## src/rtl/keypad_scanner_pkg.sv

```systemverilog
// Shared types and constants for the 4x4 keypad scanner.
// Holds the FSM states, the frame classification and the idle column pattern.
package keypad_scanner_pkg;

   typedef enum logic [0:0] {
      StIdle,
      StPressed
   } state_e;

   typedef enum logic [1:0] {
      CandNone,
      CandKey,
      CandMulti
   } cand_e;

   // One scan frame reduced to what the debouncer cares about.
   typedef struct packed {
      cand_e      cls;
      logic [3:0] code;
   } cand_t;

   localparam logic [3:0] ColIdle = 4'b1111;

   localparam cand_t CandReset = '{cls: CandNone, code: 4'd0};

endpackage

```

## src/rtl/keypad_scanner_if.sv

```systemverilog
// Keypad pins plus the key-event/acknowledge handshake of the scanner.
// master is the scanner side, slave is the consumer (keypad model, software, irq logic).
interface keypad_scanner_if;

   logic [3:0] ROW;
   logic [3:0] COL;
   logic [3:0] KEYCODE;
   logic       KEY_VALID;
   logic       KEY_HELD;
   logic       KEY_PENDING;
   logic       KEY_OVERRUN;
   logic       KEY_ACK;

   modport master (
      input  ROW,
      input  KEY_ACK,
      output COL,
      output KEYCODE,
      output KEY_VALID,
      output KEY_HELD,
      output KEY_PENDING,
      output KEY_OVERRUN
   );

   modport slave (
      output ROW,
      output KEY_ACK,
      input  COL,
      input  KEYCODE,
      input  KEY_VALID,
      input  KEY_HELD,
      input  KEY_PENDING,
      input  KEY_OVERRUN
   );

endinterface

```

## src/rtl/keypad_scanner_scan_tick_gen.sv

```systemverilog
// Free-running prescaler whose MSB rising edge yields a registered one-cycle tick.
// Shared with the 7-segment display driver so both walk their columns the same way.
module keypad_scanner_scan_tick_gen #(
   parameter int unsigned DIV_BITS = 16
) (
   input  logic clk,
   input  logic resetn,
   output logic o_tick
);

   localparam logic [DIV_BITS-1:0] DivOne = {{(DIV_BITS-1){1'b0}}, 1'b1};

   logic [DIV_BITS-1:0] r_div;
   logic                r_msb;
   logic                r_tick;

   always_ff @(posedge clk or negedge resetn) begin
      if (!resetn) begin
         r_div  <= '0;
         r_msb  <= 1'b0;
         r_tick <= 1'b0;
      end else begin
         r_div  <= r_div + DivOne;
         r_msb  <= r_div[DIV_BITS-1];
         r_tick <= r_div[DIV_BITS-1] & ~r_msb;
      end
   end

   assign o_tick = r_tick;

endmodule

```

## src/rtl/keypad_scanner.sv

```systemverilog
// 4x4 matrix keypad scanner: column walk, per-frame classification, debounce FSM
// and a sticky pending/overrun event latch acknowledged by KEY_ACK.
module keypad_scanner
   import keypad_scanner_pkg::*;
#(
   parameter int unsigned DIV_BITS   = 16,
   parameter int unsigned DEB_FRAMES = 4
) (
   input  logic              clk,
   input  logic              resetn,
   keypad_scanner_if.master  bus
);

   localparam logic [3:0] DebThresh = 4'(DEB_FRAMES);

   logic [3:0]  r_row_s1;
   logic [3:0]  r_row_s2;
   logic [1:0]  r_col_sel;
   logic [3:0]  r_col;
   logic [15:0] r_map;
   cand_t       r_prev_cand;
   logic [3:0]  r_deb_cnt;
   state_e      r_state;
   logic [3:0]  r_keycode;
   logic        r_valid;
   logic        r_held;
   logic        r_pending;
   logic        r_overrun;

   logic        w_tick;
   logic        w_frame_end;
   logic [15:0] w_map_full;
   cand_t       w_cand;
   logic [3:0]  w_deb_next;
   logic [1:0]  w_col_sel_next;
   state_e      w_state_next;
   logic        w_accept;
   logic        w_release;

   function automatic cand_t classify(input logic [15:0] map);
      cand_t       c;
      int unsigned n;
      c = CandReset;
      n = 0;
      for (int i = 0; i < 16; i++) begin
         if (map[i]) begin
            n++;
            c.code = 4'(i);
         end
      end
      if (n == 1) begin
         c.cls = CandKey;
      end else if (n > 1) begin
         c.cls  = CandMulti;
         c.code = 4'd0;
      end else begin
         c.code = 4'd0;
      end
      return c;
   endfunction

   keypad_scanner_scan_tick_gen #(
      .DIV_BITS (DIV_BITS)
   ) u_tick (
      .clk    (clk),
      .resetn (resetn),
      .o_tick (w_tick)
   );

   // The sample of the column being scanned this tick is merged in before classifying.
   always_comb begin
      w_map_full = r_map;
      w_map_full[{r_col_sel, 2'b00} +: 4] = ~r_row_s2;
   end

   assign w_frame_end    = w_tick & (r_col_sel == 2'd3);
   assign w_cand         = classify(w_map_full);
   assign w_col_sel_next = r_col_sel + 2'd1;

   always_comb begin
      if (w_cand == r_prev_cand) begin
         w_deb_next = (r_deb_cnt == 4'hF) ? 4'hF : r_deb_cnt + 4'd1;
      end else begin
         w_deb_next = 4'd1;
      end
   end

   // MULTI frames never accept and never count towards a release.
   always_comb begin
      w_state_next = r_state;
      w_accept     = 1'b0;
      w_release    = 1'b0;
      if (w_frame_end) begin
         unique case (r_state)
            StIdle: begin
               if (w_cand.cls == CandKey && w_deb_next >= DebThresh) begin
                  w_state_next = StPressed;
                  w_accept     = 1'b1;
               end
            end
            StPressed: begin
               if (w_cand.cls == CandNone && w_deb_next >= DebThresh) begin
                  w_state_next = StIdle;
                  w_release    = 1'b1;
               end
            end
            default: begin
               w_state_next = StIdle;
            end
         endcase
      end
   end

   always_ff @(posedge clk or negedge resetn) begin
      if (!resetn) begin
         r_state <= StIdle;
      end else begin
         r_state <= w_state_next;
      end
   end

   always_ff @(posedge clk or negedge resetn) begin
      if (!resetn) begin
         r_row_s1    <= 4'b1111;
         r_row_s2    <= 4'b1111;
         r_col_sel   <= 2'd0;
         r_col       <= ColIdle ^ 4'b0001;
         r_map       <= '0;
         r_prev_cand <= CandReset;
         r_deb_cnt   <= 4'd0;
      end else begin
         r_row_s1 <= bus.ROW;
         r_row_s2 <= r_row_s1;
         if (w_tick) begin
            r_col_sel <= w_col_sel_next;
            r_col     <= ColIdle ^ (4'b0001 << w_col_sel_next);
            r_map     <= w_frame_end ? 16'd0 : w_map_full;
         end
         if (w_frame_end) begin
            r_prev_cand <= w_cand;
            r_deb_cnt   <= w_deb_next;
         end
      end
   end

   // An accept coinciding with KEY_ACK wins and leaves OVERRUN untouched.
   always_ff @(posedge clk or negedge resetn) begin
      if (!resetn) begin
         r_keycode <= 4'd0;
         r_valid   <= 1'b0;
         r_held    <= 1'b0;
         r_pending <= 1'b0;
         r_overrun <= 1'b0;
      end else begin
         r_valid <= w_accept;
         if (w_accept) begin
            r_keycode <= w_cand.code;
            r_held    <= 1'b1;
         end else if (w_release) begin
            r_held <= 1'b0;
         end
         if (w_accept) begin
            r_pending <= 1'b1;
            if (r_pending && !bus.KEY_ACK) begin
               r_overrun <= 1'b1;
            end
         end else if (bus.KEY_ACK) begin
            r_pending <= 1'b0;
            r_overrun <= 1'b0;
         end
      end
   end

   assign bus.COL         = r_col;
   assign bus.KEYCODE     = r_keycode;
   assign bus.KEY_VALID   = r_valid;
   assign bus.KEY_HELD    = r_held;
   assign bus.KEY_PENDING = r_pending;
   assign bus.KEY_OVERRUN = r_overrun;

endmodule

```

## src/flat_wrapper.sv

```systemverilog
// flat-port wrapper written by rule: the top's interface ports become plain ports
module keypad_scanner_flat import keypad_scanner_pkg::*;
#(
   parameter int unsigned DIV_BITS   = 16,
   parameter int unsigned DEB_FRAMES = 4
)
  (clk, resetn, bus_ROW, bus_KEY_ACK, bus_COL, bus_KEYCODE, bus_KEY_VALID, bus_KEY_HELD, bus_KEY_PENDING, bus_KEY_OVERRUN);
  keypad_scanner_if bus_i ();
  input  logic clk;
  input  logic resetn;
  input wire logic [$bits(bus_i.ROW)-1:0] bus_ROW;
  input wire logic [$bits(bus_i.KEY_ACK)-1:0] bus_KEY_ACK;
  output wire logic [$bits(bus_i.COL)-1:0] bus_COL;
  output wire logic [$bits(bus_i.KEYCODE)-1:0] bus_KEYCODE;
  output wire logic [$bits(bus_i.KEY_VALID)-1:0] bus_KEY_VALID;
  output wire logic [$bits(bus_i.KEY_HELD)-1:0] bus_KEY_HELD;
  output wire logic [$bits(bus_i.KEY_PENDING)-1:0] bus_KEY_PENDING;
  output wire logic [$bits(bus_i.KEY_OVERRUN)-1:0] bus_KEY_OVERRUN;
  assign bus_i.ROW = bus_ROW;
  assign bus_i.KEY_ACK = bus_KEY_ACK;
  assign bus_COL = bus_i.COL;
  assign bus_KEYCODE = bus_i.KEYCODE;
  assign bus_KEY_VALID = bus_i.KEY_VALID;
  assign bus_KEY_HELD = bus_i.KEY_HELD;
  assign bus_KEY_PENDING = bus_i.KEY_PENDING;
  assign bus_KEY_OVERRUN = bus_i.KEY_OVERRUN;
  keypad_scanner #(.DIV_BITS(DIV_BITS), .DEB_FRAMES(DEB_FRAMES)) u_core (.clk(clk), .resetn(resetn), .bus(bus_i));
endmodule
```

## config.mk

```make
export PLATFORM = sky130hd
export DESIGN_NAME = keypad_scanner_flat
export DESIGN_NICKNAME = d
export VERILOG_FILES = /design/src/rtl/keypad_scanner_pkg.sv /design/src/rtl/keypad_scanner_if.sv /design/src/rtl/keypad_scanner_scan_tick_gen.sv /design/src/rtl/keypad_scanner.sv /design/src/flat_wrapper.sv
export SDC_FILE = /design/constraint.sdc
export NUM_CORES = 1
export LEC_CHECK = 0
export CORE_UTILIZATION = 63
export DETAILED_ROUTE_END_ITERATION = 7
export PLACE_DENSITY = 0.83
export SETUP_SLACK_MARGIN = 0.15
export SLEW_MARGIN = 20
export SYNTH_ARGS = -nofsm -noshare
export SYNTH_HDL_FRONTEND = slang
export SYNTH_SLANG_ARGS = --single-unit
```

## constraint.sdc

```tcl
create_clock -name clk -period 16.3 [get_ports clk]
set_clock_uncertainty 0.1 [all_clocks]
set_input_delay 4.075 -clock clk [delete_from_list [all_inputs] [get_ports clk]]
set_output_delay 4.075 -clock clk [all_outputs]
set_load 0.01 [all_outputs]
```

# Word-level counts from Yosys, hierarchy flattened
# Cells that the tools add are included.
# op_classes
addsub	19
magnitude_cmp	2
eq_ne	6
shift	3
n_mux	52
bitwise	6
n_reduce_logical	8
# ops
cell	count
$mux W32	15
$add A32 B1 Y32 const B	14
$mux W4	11
$eq A32 B1 Y1 const B	1
$gt A32 B1 Y1 const B	1
$add A16 B1 Y16 const B	1
$bwmux W16	1
$mux W16	1
$shift A4 B6 Y16 const A	1
$shiftx A4 B6 Y16	1
$mux W1	15
$mux W3	4
$mux W2	4
$not A4 Y4	2
$eq A6 B6 Y1	1
$neg A4 Y6	1
$add A4 B1 Y4 const B	1
$eq A4 B4 Y1 const B	1
$ge A4 B3 Y1 const B	1
$reduce_bool A2 Y1	2
$shl A1 B2 Y4 const A	1
$logic_and A1 B1 Y1	3
$add A1 B1 Y2 const B	1
$add A2 B1 Y2 const B	1
other kinds (9)	11
# totals
regBits	67
wordCells	113

# Depth between registers and ports, before layout
# Gate-level depths: netlist of run 1.
# depth
word_depth	46
ltp_mapped	58

# By module
# A second synthesis of run 1 with hierarchy kept.
# unflattened
cells_unflattened	582
hier_area_um2	5400.2
# by_module_without_submodules
mod	instances	cells_each	area_per_inst_um2	seq_area_each_um2
keypad_scanner	1	522	4642.0	1239.9
keypad_scanner_scan_tick_gen	1	60	758.2	450.4

# Least setup slack after synthesis of run 1
# No wires, ideal clock.
# synth_path
path_type	reg2reg
from	register u_core.r_col_sel[0]
to	register u_core.r_keycode[0] (netlist: u_core.bus.KEYCODE[0])
t_arrival_ns	11.646
slack_ns	4.429
stages_incl_launch_ff	58
n_path_buf	4
synth_period_minus_slack_ns	11.871
cell_sequence	dfrtp_1 > buf_6 > inv_1 > ha_1 > buf_4 > nor4b_1 > a21oi_1 > inv_1 > ha_1 > clkbuf_1 > o32a_1 > a221o_4 > inv_1 > ha_1 > nor2_1 > a31oi_1 > ha_1 > mux2i_1 > [... 22 more ...] > nor2_1 > a31oi_1 > ha_1 > a221o_1 > ha_1 > nand2_1 > a21bo_2 > ha_1 > xnor2_1 > or3_1 > o21ai_0 > o21ai_0 > a21o_1 > or4b_1 > buf_2 > mux2i_4 > nor4_4 > mux2_4
# synth_via
elab_chain_cells	44
# synth_lines
item	line_no	source
from (decl)	keypad_scanner.sv:18	logic [1:0] r_col_sel;
from (signal assigned)	keypad_scanner.sv:135	r_col_sel <= w_col_sel_next;
$neg A4 Y6	keypad_scanner.sv:73	w_map_full[{r_col_sel, 2'b00} +: 4] = ~r_row_s2;
$shiftx A4 B6 Y16 or $shift A4 B6 Y16 (tied branches)	keypad_scanner.sv:73	
$bwmux W16	keypad_scanner.sv:73	
$mux W1	keypad_scanner.sv:46	if (map[i]) begin
$add A1 B1 Y2	keypad_scanner.sv:47	n++;
$mux W32	keypad_scanner.sv:46	
$add A32 B1 Y32	keypad_scanner.sv:47	
$mux W32	keypad_scanner.sv:46	
[... 28 more ...]	n/a	
$mux W2	keypad_scanner.sv:51	if (n == 1) begin
$eq A6 B6 Y1	keypad_scanner.sv:81	if (w_cand == r_prev_cand) begin
$mux W4	keypad_scanner.sv:81	
$ge A4 B3 Y1	keypad_scanner.sv:96	if (w_cand.cls == CandKey && w_deb_next >= DebThresh) begin
$logic_and A1 B1 Y1	keypad_scanner.sv:96	
$mux W1	keypad_scanner.sv:96	
$mux W1	keypad_scanner.sv:94	unique case (r_state)
$mux W1	keypad_scanner.sv:93	if (w_frame_end) begin
to (signal assigned)	keypad_scanner.sv:157	r_keycode <= w_cand.code;
to (decl)	keypad_scanner.sv:24	logic [3:0] r_keycode;
# Parallel ways exist; a longest one is shown, timed or not.
# A chain may end at the register's enable or synchronous reset.

# Worst setup path in the final report of run 1
# layout_path
from	register u_core.r_col_sel[0]
to	register u_core.r_keycode[2] (netlist: u_core.bus.KEYCODE[2])
# Same word-level chain as after synthesis.

==> flow_summary.yaml, run 1 <==
clock_network:
  path_clk_slew_ns: 0.07
  cts_buffers: 9
  ctsResizeCount: 0
  cts_sinks: 67
  clk_latency_ns: 0.34
  hold_buffers: 0
  cts_root_buf: "clkbuf_8"
  h-tree-depth: 3
  post-cts-setup-buffers: 0
  cts_tree: "done"
  clockBufferDepth: 2
floorplan:
  die_w_um: 96.2
  die_y_um: 96.2
  die_area_um2: 9260
  io_pins: 19
  initial_core_util: 0.645
  core_area_um2: 8680
  fp-row-count: 34
route:
  drtIter0Drc: 269
  drt-met1-wl_um: 5510
  drc: 0
  wire_per_inst_um: 16.7
  drt-total-wl_um: 12400
  wl_met2_um: 6090
  vias_per_cell: 6.40
  dr_wl_met3_um: 474
  drtAntennaViolNets: 0
  highest_layer: "met4"
  drt_first_pass_iters: 5
  num_vias: 4733
setup_path:
  cp-startpoint: "u_core.r_col_sel[0]"
  reg2reg_from: "u_core.r_col_sel[0]"
  critPathMaxStageDelay_ns: 0.70
  cp.required_ns: 16.42
  arrival_ns: 13.61
  crit_buf_inv: 5
  cp-start-kind: "flip-flop"
  cp_common_cell: "ha_1"
  endpoint_kind: "flip-flop"
  worstSetupPathType: "reg2reg"
  crit_fanout: 13
  cp_top_family: "adder cells"
  cpMaxStageDelayCell: "or4b_1"
layout:
  area_growth_pct: 8.23
  final_cell_mix: "dfrtp_1, nand2_1, nor2_1"
  num_antenna_cells: 0
  fin_area_um2: 6050
  drive_above_1_share: 0.138
  final_common_cell: "dfrtp_1"
  final_nets: 653
sta:
  hold_violations: 0
  grt_setup_unrepaired: "false"
  max_slew.worst_pin.slew_ns: 0.860
  fin_tns_setup_ns: 0
  drv_slew: 0
  slew-limit-headroom: 0.426
  finalSetupViolCount: 0
  fin_crit_ns: 13.49
  holdWs_ns: 0.248
  max_freq_mhz: 74.1
  finalCritPeriodShare: 0.828
logic_synthesis:
  ys_ff_latch: 67
  ys_types: 105
  synthArstFlopShare: 1.00
  syn-mean-instance-area_um2: 9.10
  synthCells: 615
  syn-num-nets: 642
  synth_edf_count: 0
  synthesis.area_um2: 5590
  synth_warnings: 0
  seq_area_frac_synth: 0.302
  synth-main-ff-cell: "dfrtp_1"
placed_design:
  place.port_buffers: 18
  place_congestion: 0.868
  place_area_um2: 5830
  dp_hpwl_um: 9030
global_routing:
  grt_pass1_wl_um: 20500
  grt-ovfl-total: 0
  first_global_vias: 4440
  grt_antenna_before_repair: 0
  grt_max_degree: 47
  grt_use_total: 0.283
worst_hold_path:
  hold_path.class: "reg2reg"
  holdCritStartpoint: "u_core.r_row_s1[3]"
power_and_ir_drop:
  cellLeakagePower_nw: 2.54
  powerDensity_nw_per_um2: 64.8
  ir_worst_vdd_v: 0.0000669
status:
  outcome: "finished clean"
flow_run:
  cap_violations: 0
==> worst reg2reg max path, delay by kind of cell (launching register included) <==
kind / cells / cell delay, ns
adder cells (fa/ha/maj): 14 / 4.62
AO/OA/AOI/OAI: 15 / 3.68
AND/OR/NAND/NOR: 15 / 2.61
multiplexers: 3 / 1.04
flip-flops: 1 / 0.69
buffers and inverters: 5 / 0.48
XOR/XNOR: 1 / 0.14
==> layer usage <==
layer	global-route usage	up-vias
met4	0.0995	0
met5	0	-
met2	0.483	130
met1	0.369	2290
li1	-	2282
met3	0.0355	31
==> cell families (layout without fill, tap and decap cells) <==
kind of cell | count (synthesis) | count (layout) | synth area share
AND/OR/NAND/NOR | 236 | 236 | 0.233
AO/OA/AOI/OAI | 151 | 151 | 0.208
flip-flops | 67 | 67 | 0.302
XOR/XNOR | 64 | 64 | 0.127
buffers and inverters | 57 | 73 | 0.0416
adder cells (fa/ha/maj) | 20 | 20 | 0.0447
multiplexers | 20 | 20 | 0.0434
==> state kept, by name, summed over array words and instances (netlist names) <==
signal / flops
u_core.bus.KEY_OVERRUN: 1
u_core.r_prev_cand: 6
u_core.bus.KEY_HELD: 1
u_core.r_col_sel: 2
u_core.r_deb_cnt: 4
u_core.u_tick.r_msb: 1
u_core.bus.KEYCODE: 4
u_core.bus.KEY_PENDING: 1
u_core.r_row_s1: 4
u_core.r_state: 1
u_core.bus.COL: 4
u_core.r_row_s2: 4
u_core.bus.KEY_VALID: 1
u_core.u_tick.o_tick: 1
u_core.r_map: 16
u_core.u_tick.r_div: 16
==> power by group <==
| group | switching (W) | internal, W | total [W] |
|---|---|---|---|
| Clock | 0.0000606 | 0.0000943 | 0.000155 |
| Sequential | 0.00000135 | 0.000168 | 0.000169 |
| Combinational | 0.0000390 | 0.0000288 | 0.0000678 |
| Total | 0.000101 | 0.000291 | 0.000392 |
==> cell usage after synthesis (3+ instances only) <==
cell type,number,area share
dfstp_2,11,0.052
inv_1,36,0.024
nor3b_1,4,0.0054
mux2_4,4,0.011
a31oi_1,12,0.013
a31o_2,3,0.0047
o21ai_2,3,0.0047
xnor2_2,3,0.0087
nand4_1,10,0.011
o32a_1,4,0.0072
clkbuf_1,13,0.0087
a211o_1,3,0.0047
and4_1,3,0.0047
o21ai_1,3,0.0027
a2bb2oi_1,3,0.0047
nor3_1,19,0.017
and2_1,11,0.012
nand3_1,25,0.022
o22a_1,5,0.0078
o211ai_1,3,0.0040
mux2i_1,7,0.013
o21ai_0,20,0.018
and3_1,5,0.0056
xnor3_1,4,0.016
o31ai_1,6,0.0081
nand2b_1,16,0.018
a21oi_1,18,0.016
xor2_1,15,0.023
nand2_1,55,0.037
mux2_2,7,0.014
nor2_1,46,0.031
nand3_2,3,0.0054
ha_1,20,0.045
o22ai_1,20,0.022
nor2b_1,5,0.0056
or3_1,5,0.0056
xnor2_1,37,0.058
or2_2,4,0.0045
a21o_1,4,0.0054
dfrtp_1,56,0.25
==> worst paths after layout <==
| kind | to | slack (ns) | cells past startpoint |
|---|---|---|---|
| worst max-delay path | u_core.bus.KEYCODE[2] | 2.81 | 53 |
| worst min-delay path | u_core.r_row_s2[3] | 0.25 | 0 |
| worst max register to register | u_core.bus.KEYCODE[2] | 2.81 | 53 |
| worst min register to register | u_core.r_row_s2[3] | 0.25 | 0 |
| max in group asynchronous | u_core.r_row_s1[3] | 11.58 | 2 |
| min in group asynchronous | u_core.u_tick.r_div[0] | 3.59 | 1 |
==> stage by stage <==
| step | cells | util | setup WS, ns | power (W) |
|---|---|---|---|---|
| floorplan | 615 | - | 4.43 | 0.000224 |
| global placement | 723 | 0.671 | 3.72 | 0.000236 |
| detailed placement | 723 | 0.671 | 3.07 | 0.000240 |
| CTS | 739 | 0.698 | 2.93 | 0.000394 |
| global route | 739 | 0.698 | 1.94 | 0.000410 |
| finish | 739 | 0.698 | 2.81 | 0.000392 |
==> area by class of cell <==
type,count,area (um2)
multi-input cells,491,3670
fillers,659,2620
flip-flops and latches,67,1690
repair buffers,20,190
clock buffers,12,155
inverters,37,140
well taps,108,135
clock inverters,4,72.6
No activity file was read; power rests on OpenSTA's default activity.
==> run 2: changes to the inputs <==
--- a/config.mk
+++ b/config.mk
@@ -5,9 +5,9 @@
 export SDC_FILE = /design/constraint.sdc
 export NUM_CORES = 1
 export LEC_CHECK = 0
-export CORE_UTILIZATION = 63
+export CORE_UTILIZATION = 57
 export DETAILED_ROUTE_END_ITERATION = 7
-export PLACE_DENSITY = 0.83
+export PLACE_DENSITY = 0.79
 export SETUP_SLACK_MARGIN = 0.15
 export SLEW_MARGIN = 20
 export SYNTH_ARGS = -nofsm -noshare
==> constraint.sdc (replaced) <==
create_clock -name clk -period 11.34 [get_ports clk]
set_clock_uncertainty 0.1 [all_clocks]
set_input_delay 2.835 -clock clk [delete_from_list [all_inputs] [get_ports clk]]
set_output_delay 2.835 -clock clk [all_outputs]
set_load 0.01 [all_outputs]
==> run 2 against run 1 <==
Non-clock buffer count is 42 higher. Sequential cell count stayed put. Sequential share of layout area is 2.6 points lower. First-iteration DRC count is 35% higher. Cell area is 10% higher. Via count is 6.0% higher. Global-route usage is 1.6 points lower. Clock-buffer cell count is 3 lower. Routed wire length is 10% higher. Critical path type unchanged.
==> flow_summary.yaml, run 2 (synthesis results as in run 1) <==
status:
  outcome: "finished clean"
power_and_ir_drop:
  ir_worst_vdd_v: 0.000136
  powerDensity_nw_per_um2: 87.3
  finalPower_w: 0.000583
  cellLeakagePower_nw: 2.77
clock_network:
  cts_tree: "done"
  hold_buffers: 0
  cts_buffers: 9
  clockBufferDepth: 2
  h-tree-depth: 3
  cts_root_buf: "clkbuf_8"
  clk_latency_ns: 0.34
  cts_sinks: 67
  path_clk_slew_ns: 0.07
layout:
  area_growth_pct: 19.3
  drive_above_1_share: 0.251
  final_common_cell: "dfrtp_1"
  num_antenna_cells: 0
  fillers: 658
  multi_input_area_um2: 3980
  postLayoutCoreUtil: 0.712
  fin_area_um2: 6680
  final_nets: 695
  final-instance-count-excl-fill: 802
  register_area_um2: 1690
  top_regs: "u_core.r_map x16, u_core.u_tick.r_div x16, u_core.r_prev_cand x6"
  final_cell_mix: "dfrtp_1, nand2_1, nor2_1"
floorplan:
  fp-row-count: 35
  die_area_um2: 10200
  die_y_um: 101
  die_w_um: 101
  io_pins: 19
  core_area_um2: 9370
  initial_core_util: 0.597
route:
  drt-total-wl_um: 13600
  wire_per_inst_um: 17.0
  vias_per_cell: 6.26
  num_vias: 5018
  drc: 0
  drt_first_pass_iters: 5
  drtAntennaViolNets: 0
  drtIter0Drc: 364
global_routing:
  grt_antenna_before_repair: 0
  grt_pass1_wl_um: 21600
  grt-ovfl-total: 0
  grt_max_degree: 68
  grt_use_total: 0.267
  first_global_vias: 4606
setup_path:
  cp-start-kind: "flip-flop"
  cpMaxStageDelayCell: "or4b_4"
  worstSetupPathType: "reg2reg"
  critPathMaxStageDelay_ns: 0.59
  crit_fanout: 5
  cp_common_cell: "ha_4"
  endpoint_kind: "flip-flop"
  cp.required_ns: 11.47
  arrival_ns: 11.23
sta:
  grt_setup_unrepaired: "true"
  slew-limit-headroom: 0.368
  holdWs_ns: 0.256
  finalSetupViolCount: 0
  drv_slew: 0
  max_freq_mhz: 90.1
  hold_violations: 0
  finalCritPeriodShare: 0.979
  fin_crit_ns: 11.10
  max_slew.worst_pin.slew_ns: 0.922
placed_design:
  place.port_buffers: 18
  dp_cells: 752
  place_area_um2: 6040
  place_congestion: 0.844
  dp_hpwl_um: 9520
flow_run:
  cap_violations: 0
worst_hold_path:
  hold_path.class: "reg2reg"
-- run 2: worst max-delay path: cells and delay by family (launching register included) --
family / cells / cell delay, ns
adder cells (fa/ha/maj): 14 / 3.62
AO/OA/AOI/OAI: 15 / 3.12
XOR/XNOR: 1 / 0.12
multiplexers: 3 / 0.73
flip-flops: 1 / 0.42
AND/OR/NAND/NOR: 15 / 2.30
buffers and inverters: 6 / 0.58
-- run 2: layout make-up --
type | instances | share of cell area
inverter | 37 | 0.0214
clock buffer | 9 | 0.0186
timing repair buffer | 62 | 0.0763
sequential | 67 | 0.253
multi-input combinational | 491 | 0.596
tap | 129 | 0.0242
clock inverter | 7 | 0.0103
-- run 2: report_power, final --
part | total [W] | switching, W | leakage (nW) | internal, W
sequential | 0.000243 | 0.00000187 | 0.883 | 0.000242
clock | 0.000193 | 0.0000927 | 0.0950 | 0.000101
combinational | 0.000146 | 0.0000732 | 1.79 | 0.0000728
total | 0.000583 | 0.000168 | 2.77 | 0.000415
-- run 2: stage by stage --
stage          setup TNS, ns  setup slack [ns]
2_1_floorplan              0             0.160
3_3_place_gp               0             0.180
3_5_place_dp           -1.67            -0.374
4_1_cts                    0             0.157
5_1_grt               -0.885            -0.140
6_report                   0             0.237
-- run 2: repair_timing --
action                     in CTS  in global routing
buffers inserted               10                 24
setup endpoints to repair      11                 16
pin swaps                       3                 25
resized for setup               8                 28
-- run 2: layer usage --
layer  vias up  global-route usage  routed length [um]
li1       2366                   -                   -
met1      2444               0.348                5930
met4         0               0.100                 270
met3        31              0.0395                 605
met2       177               0.449                6840
met5         -                   0                   0
-- run 2: final timing paths --
kind	cells past startpoint	slack, ns	to	start
max	54	0.24	u_core.bus.KEYCODE[1]	u_core.r_col_sel[1]
min	0	0.26	u_core.r_row_s2[2]	u_core.r_row_s1[2]
max reg2reg	54	0.24	u_core.bus.KEYCODE[1]	u_core.r_col_sel[1]
min reg2reg	0	0.26	u_core.r_row_s2[2]	u_core.r_row_s1[2]
max in group asynchronous	2	8.04	u_core.u_tick.r_div[15]	resetn
min in group asynchronous	2	2.56	u_core.u_tick.r_div[3]	resetn
